### src/rtl/instruction_fetch.sv
// Fetch stage feeding decode: tracks the bank's current_PC, prefetches PC+1 and refetches on divergence.
// Latency 2 cycles enable-to-valid with zero-wait memory; request held until mem_ready, timeout raises a sticky fault.
module instruction_fetch #(
    parameter int ADDR_WIDTH         = 32,
    parameter int INSTRUCTION_LENGTH = 16,
    parameter int TIMEOUT_WIDTH      = 8
) (
    input  logic                          fast_clock,
    input  logic                          reset,
    input  logic                          fetch_enable,
    input  logic                          flush,
    input  logic                          consume,
    input  logic [ADDR_WIDTH-1:0]         current_PC,
    output logic                          mem_request,
    output logic [ADDR_WIDTH-1:0]         mem_address,
    input  logic                          mem_ready,
    input  logic [INSTRUCTION_LENGTH-1:0] mem_data,
    output logic [INSTRUCTION_LENGTH-1:0] instruction,
    output logic [ADDR_WIDTH-1:0]         instruction_PC,
    output logic                          instruction_valid,
    output logic                          fetch_fault
);

    localparam logic [2:0] S_IDLE  = 3'd0;
    localparam logic [2:0] S_WAIT  = 3'd1;
    localparam logic [2:0] S_HOLD  = 3'd2;
    localparam logic [2:0] S_DRAIN = 3'd3;
    localparam logic [2:0] S_FAULT = 3'd4;

    localparam logic [TIMEOUT_WIDTH-1:0] LIMIT = '1;

    logic [2:0]               state, state_n;
    logic [ADDR_WIDTH-1:0]    fetch_addr, fetch_addr_n;
    logic [TIMEOUT_WIDTH-1:0] wait_cnt, wait_cnt_n, wait_inc;
    logic                     capture;

    assign mem_address = fetch_addr;

    always_comb begin
        state_n      = state;
        fetch_addr_n = fetch_addr;
        wait_cnt_n   = wait_cnt;
        capture      = 1'b0;
        wait_inc     = (wait_cnt == LIMIT) ? wait_cnt : wait_cnt + 1'b1;
        case (state)
            S_IDLE: begin
                if (!flush && fetch_enable) begin
                    fetch_addr_n = current_PC;
                    wait_cnt_n   = '0;
                    state_n      = S_WAIT;
                end
            end
            S_WAIT: begin
                if (flush) begin
                    // The outstanding read must still complete before memory is free.
                    wait_cnt_n = '0;
                    state_n    = S_DRAIN;
                end else if (mem_ready) begin
                    if (fetch_addr == current_PC) begin
                        capture = 1'b1;
                        state_n = S_HOLD;
                    end else begin
                        fetch_addr_n = current_PC;
                        wait_cnt_n   = '0;
                    end
                end else begin
                    wait_cnt_n = wait_inc;
                    if (wait_inc == LIMIT) state_n = S_FAULT;
                end
            end
            S_HOLD: begin
                if (flush) begin
                    state_n = S_IDLE;
                end else if (instruction_PC != current_PC) begin
                    fetch_addr_n = current_PC;
                    wait_cnt_n   = '0;
                    state_n      = S_WAIT;
                end else if (consume) begin
                    if (fetch_enable) begin
                        fetch_addr_n = instruction_PC + 1'b1;
                        wait_cnt_n   = '0;
                        state_n      = S_WAIT;
                    end else begin
                        state_n = S_IDLE;
                    end
                end
            end
            S_DRAIN: begin
                // A flush here changes nothing: the drain is already discarding.
                if (mem_ready) begin
                    state_n = S_IDLE;
                end else begin
                    wait_cnt_n = wait_inc;
                    if (wait_inc == LIMIT) state_n = S_FAULT;
                end
            end
            S_FAULT: begin
                if (flush) state_n = S_IDLE;
            end
            default: state_n = S_IDLE;
        endcase
    end

    always_ff @(posedge fast_clock or negedge reset) begin
        if (!reset) begin
            state             <= S_IDLE;
            fetch_addr        <= '0;
            wait_cnt          <= '0;
            instruction       <= '0;
            instruction_PC    <= '0;
            instruction_valid <= 1'b0;
            fetch_fault       <= 1'b0;
            mem_request       <= 1'b0;
        end else begin
            state             <= state_n;
            fetch_addr        <= fetch_addr_n;
            wait_cnt          <= wait_cnt_n;
            instruction_valid <= (state_n == S_HOLD);
            fetch_fault       <= (state_n == S_FAULT);
            mem_request       <= (state_n == S_WAIT) || (state_n == S_DRAIN);
            if (capture) begin
                instruction    <= mem_data;
                instruction_PC <= fetch_addr;
            end
        end
    end

endmodule
### config.mk
export PLATFORM = sky130hd
export DESIGN_NAME = instruction_fetch
export DESIGN_NICKNAME = d
export VERILOG_FILES = /design/src/rtl/instruction_fetch.sv
export SDC_FILE = /design/constraint.sdc
export NUM_CORES = 1
export LEC_CHECK = 0
export ABC_AREA = 0
export BUFFER_PORTS_ARGS = -buffer_cell sky130_fd_sc_hd__buf_2
export CAP_MARGIN = 20
export CORE_MARGIN = 2
export CORE_UTILIZATION = 46
export CTS_BUF_LIST = sky130_fd_sc_hd__clkbuf_8
export CTS_CLUSTER_DIAMETER = 150
export DETAILED_ROUTE_END_ITERATION = 6
export HOLD_SLACK_MARGIN = 0.08
export PLACE_DENSITY = 0.73
export SLEW_MARGIN = 20
export SYNTH_ARGS = -nofsm -noshare
export SYNTH_HDL_FRONTEND = slang
export SYNTH_SLANG_ARGS = --single-unit
### constraint.sdc
create_clock -name fast_clock -period 2.1 [get_ports fast_clock]
set_clock_uncertainty 0.1 [all_clocks]
set_input_delay 0.105 -clock fast_clock [delete_from_list [all_inputs] [get_ports fast_clock]]
set_output_delay 0.105 -clock fast_clock [all_outputs]
set_load 0.005 [all_outputs]
==> results.rst <==
.. list-table::
   :header-rows: 1

   * - Metric
     - Value
   * - Synth Area in Adders
     - 0.437%
   * - Largest net degree at the start of global routing
     - 50
   * - Cell Count Post-Placement
     - 907
   * - Final hold violation count
     - 0
   * - Transition time at the pin with the least slew margin
     - 0.660 ns
   * - Antenna violations before repair
     - 0
   * - Area growth syn-to-layout
     - 56.9%
   * - CTS tree
     - yes
   * - Number of levels the H-tree was split into
     - 3
   * - Clock-pin slew reported for the worst setup and hold paths after clock tree synthesis
     - 0.09 ns
   * - Class of the worst hold path
     - input port to flop
   * - Count of synthesis-stage warnings from yosys
     - 0
   * - Area of the die
     - 13400 µm²
   * - Met3 global-route usage
     - 4.45%
   * - Clock buffer count from CTS
     - 9
   * - Result of the run
     - complete, but fails checks
   * - Setup repair after global routing missed its margin
     - true
   * - Failing checks
     - design-rule violations, negative setup slack
   * - Total global-route track usage
     - 28.7%
   * - Final core utilization
     - 74.5%
   * - Number of DRC markers after the initial detailed-route iteration
     - 474
   * - Minimum setup slack after placement
     - -0.733 ns
   * - Post-placement cell area
     - 7810 µm²
   * - Worst Path Class, Setup
     - flop to flop
   * - Number of sinks handled by clock tree synthesis
     - 94
   * - Aggregate global routing overflow
     - 0
   * - Kind of start point of the critical path
     - flop
   * - Simple-gate area share of the yosys netlist
     - 11.6%
   * - Net count after synthesis
     - 547
   * - Setup TNS
     - -46.48 ns
   * - Sequential share of the synthesized area
     - 41.1%
   * - Total power after layout
     - 7.44 mW
   * - Initial cell density of the core
     - 47.5%
   * - Nature of the critical path endpoint
     - flop
   * - Fraction of layout instances using a drive strength above 1
     - 55.2%
   * - Proportion of register bits with asynchronous set or reset after synthesis
     - 100%
   * - Source-to-sink clock delay at the later pin of the worst-skew pair
     - 0.39 ns
   * - CTS root buf
     - clkbuf_8
   * - Gpl congestion
     - 0.912
   * - Core region area
     - 12100 µm²
   * - Rows
     - 40
   * - Number of buffers on the longest clock path
     - 2
   * - Worst rel slew slack
     - 56.0%
   * - Largest family of logic cells by synthesized area
     - multiplexers
   * - Number of different library cells in the post-synthesis netlist
     - 51
   * - Post-synth design cell area
     - 5720 µm²
   * - Routed wire length per instance
     - 19.7 µm
   * - Max frequency
     - 374 MHz
   * - Worst ir drop on vdd
     - 0.000402 V
   * - Setup slack of the critical path after layout
     - -0.574 ns
   * - Mapped Avg Cell Area
     - 11.7 µm²
   * - Half-perimeter wire length after placement
     - 12800 µm
   * - Most used routing layer
     - met2
   * - Crit path time final
     - 2.67 ns
   * - Met2 Track Usage GR
     - 48.5%
   * - Top-level I/O count
     - 137
   * - Fraction of synthesized area in multiplexers
     - 24.1%
   * - Vertical extent of the die
     - 116 µm
   * - Static leakage power
     - 4.56 nW
   * - Overall routed net length
     - 19400 µm
   * - Die outline width
     - 116 µm
   * - Post-synthesis cell count
     - 491
   * - Area of all placed cells without fillers
     - 8980 µm²
   * - Xor/xnor share of the synthesized area
     - 14.5%
   * - Met1 track demand over resource in global routing
     - 36.2%
   * - Largest driver fanout on the critical path
     - 5
   * - WP data required
     - 2.28 ns
   * - Share of the cycle needed by the critical path after routing
     - 127%
   * - Total power per unit cell area
     - 828 nW/µm²
   * - Number of input and output port buffers inserted
     - 136
   * - Number of setup violations in the final report
     - 94
   * - Non-filler cells in the finished layout
     - 985
   * - Main synth FF type
     - dfrtp_1
   * - Count of maximum capacitance violations
     - 0
   * - Worst Path Arrival
     - 2.85 ns
   * - Count of pins over their slew limit
     - 0
   * - Number of vias per cell after detailed routing
     - 5.43
   * - ANT nets after route
     - 0
   * - Number of synthesized register bits
     - 94
   * - Count of flip-flops with a built-in enable after synthesis
     - 0
   * - WHS
     - 0.0901 ns
   * - Number of remaining DRC errors
     - 22
   * - Vias in the first global route
     - 5541
   * - Net count of the finished layout
     - 868
   * - First-pass GRT wire length
     - 29000 µm
   * - Complex-gate fraction of the synthesized area
     - 5.09%
   * - N_diodes
     - 0
   * - Vias
     - 5353
   * - First-pass iteration count of the detailed router
     - 7
[flip-flops by register name, summed over array words and instances (netlist names)]
register / flops
mem_request: 1
instruction_PC: 32
wait_cnt: 8
fetch_fault: 1
state: 3
instruction_valid: 1
mem_address: 32
instruction: 16
[critical path, cell delays in order (launching register included)]
cell and delay (ns):
dfrtp_1 0.41, xor2_1 0.19, nor4_4 0.43, nand4_1 0.23
buf_4 0.21, nor4_4 0.22, buf_4 0.28, clkbuf_16 0.19
mux2_4 0.29
[per-layer routing]
layer / vias to the layer above / part of all wire [%]
met5: - / 0
li1: 2390 / -
met1: 2646 / 41
met2: 255 / 49
met4: 0 / 3.5
met3: 62 / 5.6
[final timing paths]
path / start / end / slack [ns] / cells past startpoint
max reg2reg: mem_address[21] / instruction_PC[3] / -0.57 / 8
min reg2reg: instruction[11] / instruction[11] / 0.42 / 1
max in group asynchronous: reset / wait_cnt[1] / 1.07 / 3
min in group asynchronous: reset / mem_address[29] / 0.17 / 2
max: mem_address[21] / instruction_PC[3] / -0.57 / 8
min: current_PC[25] / mem_address[25] / 0.09 / 4
[placed cells by master, fill, tap and decap left out, types with 3 or more instances in the layout]
| master | instances |
|---|---|
| buf_6 | 8 |
| mux2_1 | 7 |
| nand2_1 | 21 |
| xor2_2 | 9 |
| mux2i_1 | 3 |
| nand4_1 | 9 |
| nor4_4 | 5 |
| nor4_1 | 9 |
| inv_1 | 10 |
| dfrtp_2 | 4 |
| dlygate4sd3_1 | 45 |
| a21oi_2 | 3 |
| mux2_2 | 20 |
| nor2_1 | 18 |
| nor4_2 | 6 |
| and3_1 | 7 |
| a21oi_1 | 10 |
| buf_12 | 10 |
| o21ai_0 | 5 |
| buf_2 | 135 |
| dfrtp_1 | 90 |
| xnor2_1 | 17 |
| mux2_4 | 83 |
| buf_16 | 3 |
| xor2_1 | 69 |
| nor3_1 | 5 |
| buf_4 | 126 |
| clkbuf_8 | 11 |
| nand3_1 | 18 |
[power breakdown]
part / switching, mW / leakage (nW) / internal (mW) / total [mW]
Clock: 0.674 / 0.108 / 0.606 / 1.28
Sequential: 0.323 / 1.21 / 2.19 / 2.51
Combinational: 1.62 / 3.24 / 2.03 / 3.65
Total: 2.61 / 4.56 / 4.82 / 7.44
[cells by family (layout without fill, tap and decap cells)]
kind of cell	after synthesis	count (layout)
AO/OA/AOI/OAI	42	42
buffers and inverters	28	354
XOR/XNOR	95	95
multiplexers	113	113
AND/OR/NAND/NOR	117	117
flip-flops	94	94
adder cells (fa/ha/maj)	2	2
[cell type report]
class | instances | area [µm²]
tap | 168 | 210
fill | 723 | 3080
clock buffer | 11 | 151
timing repair buffer | 330 | 2510
multi-input combinational | 369 | 3670
clock inverter | 5 | 50.0
inverter | 8 | 30.0
sequential | 94 | 2360
[Yosys cell counts (2+ instances only)]
cell type | instances | area [µm²]
dfrtp_1 | 94 | 2350
xor2_1 | 78 | 683
mux2_2 | 66 | 743
mux2_4 | 30 | 450
nand2_1 | 23 | 86.3
nor2_1 | 19 | 71.3
nand3_1 | 18 | 90.1
xnor2_1 | 17 | 149
nor4_1 | 15 | 93.8
mux2_1 | 14 | 158
a21oi_1 | 13 | 65.1
nand4_1 | 9 | 56.3
and3_1 | 8 | 50.1
buf_2 | 8 | 40.0
buf_6 | 8 | 90.1
inv_1 | 8 | 30.0
o21ai_0 | 8 | 40.0
nor3_1 | 7 | 35.0
nor4_2 | 4 | 50.1
a31oi_1 | 3 | 18.8
clkbuf_1 | 3 | 11.3
mux2i_1 | 3 | 30.0
o41ai_1 | 3 | 26.3
a311o_1 | 2 | 20.0
ha_1 | 2 | 25.0
nor3b_1 | 2 | 15.0
o21a_1 | 2 | 15.0
[timing repair]
| action | in CTS | in global routing |
|---|---|---|
| hold buffers | 45 | 0 |
| cloned | 5 | 2 |
| buffers inserted | 7 | 5 |
| resized for setup | 33 | 27 |
| pin swaps | 9 | 8 |
| endpoints found under the hold margin | 92 | 0 |
| endpoints found under the setup margin | 93 | 94 |
Power figures use the tool's default switching activity.
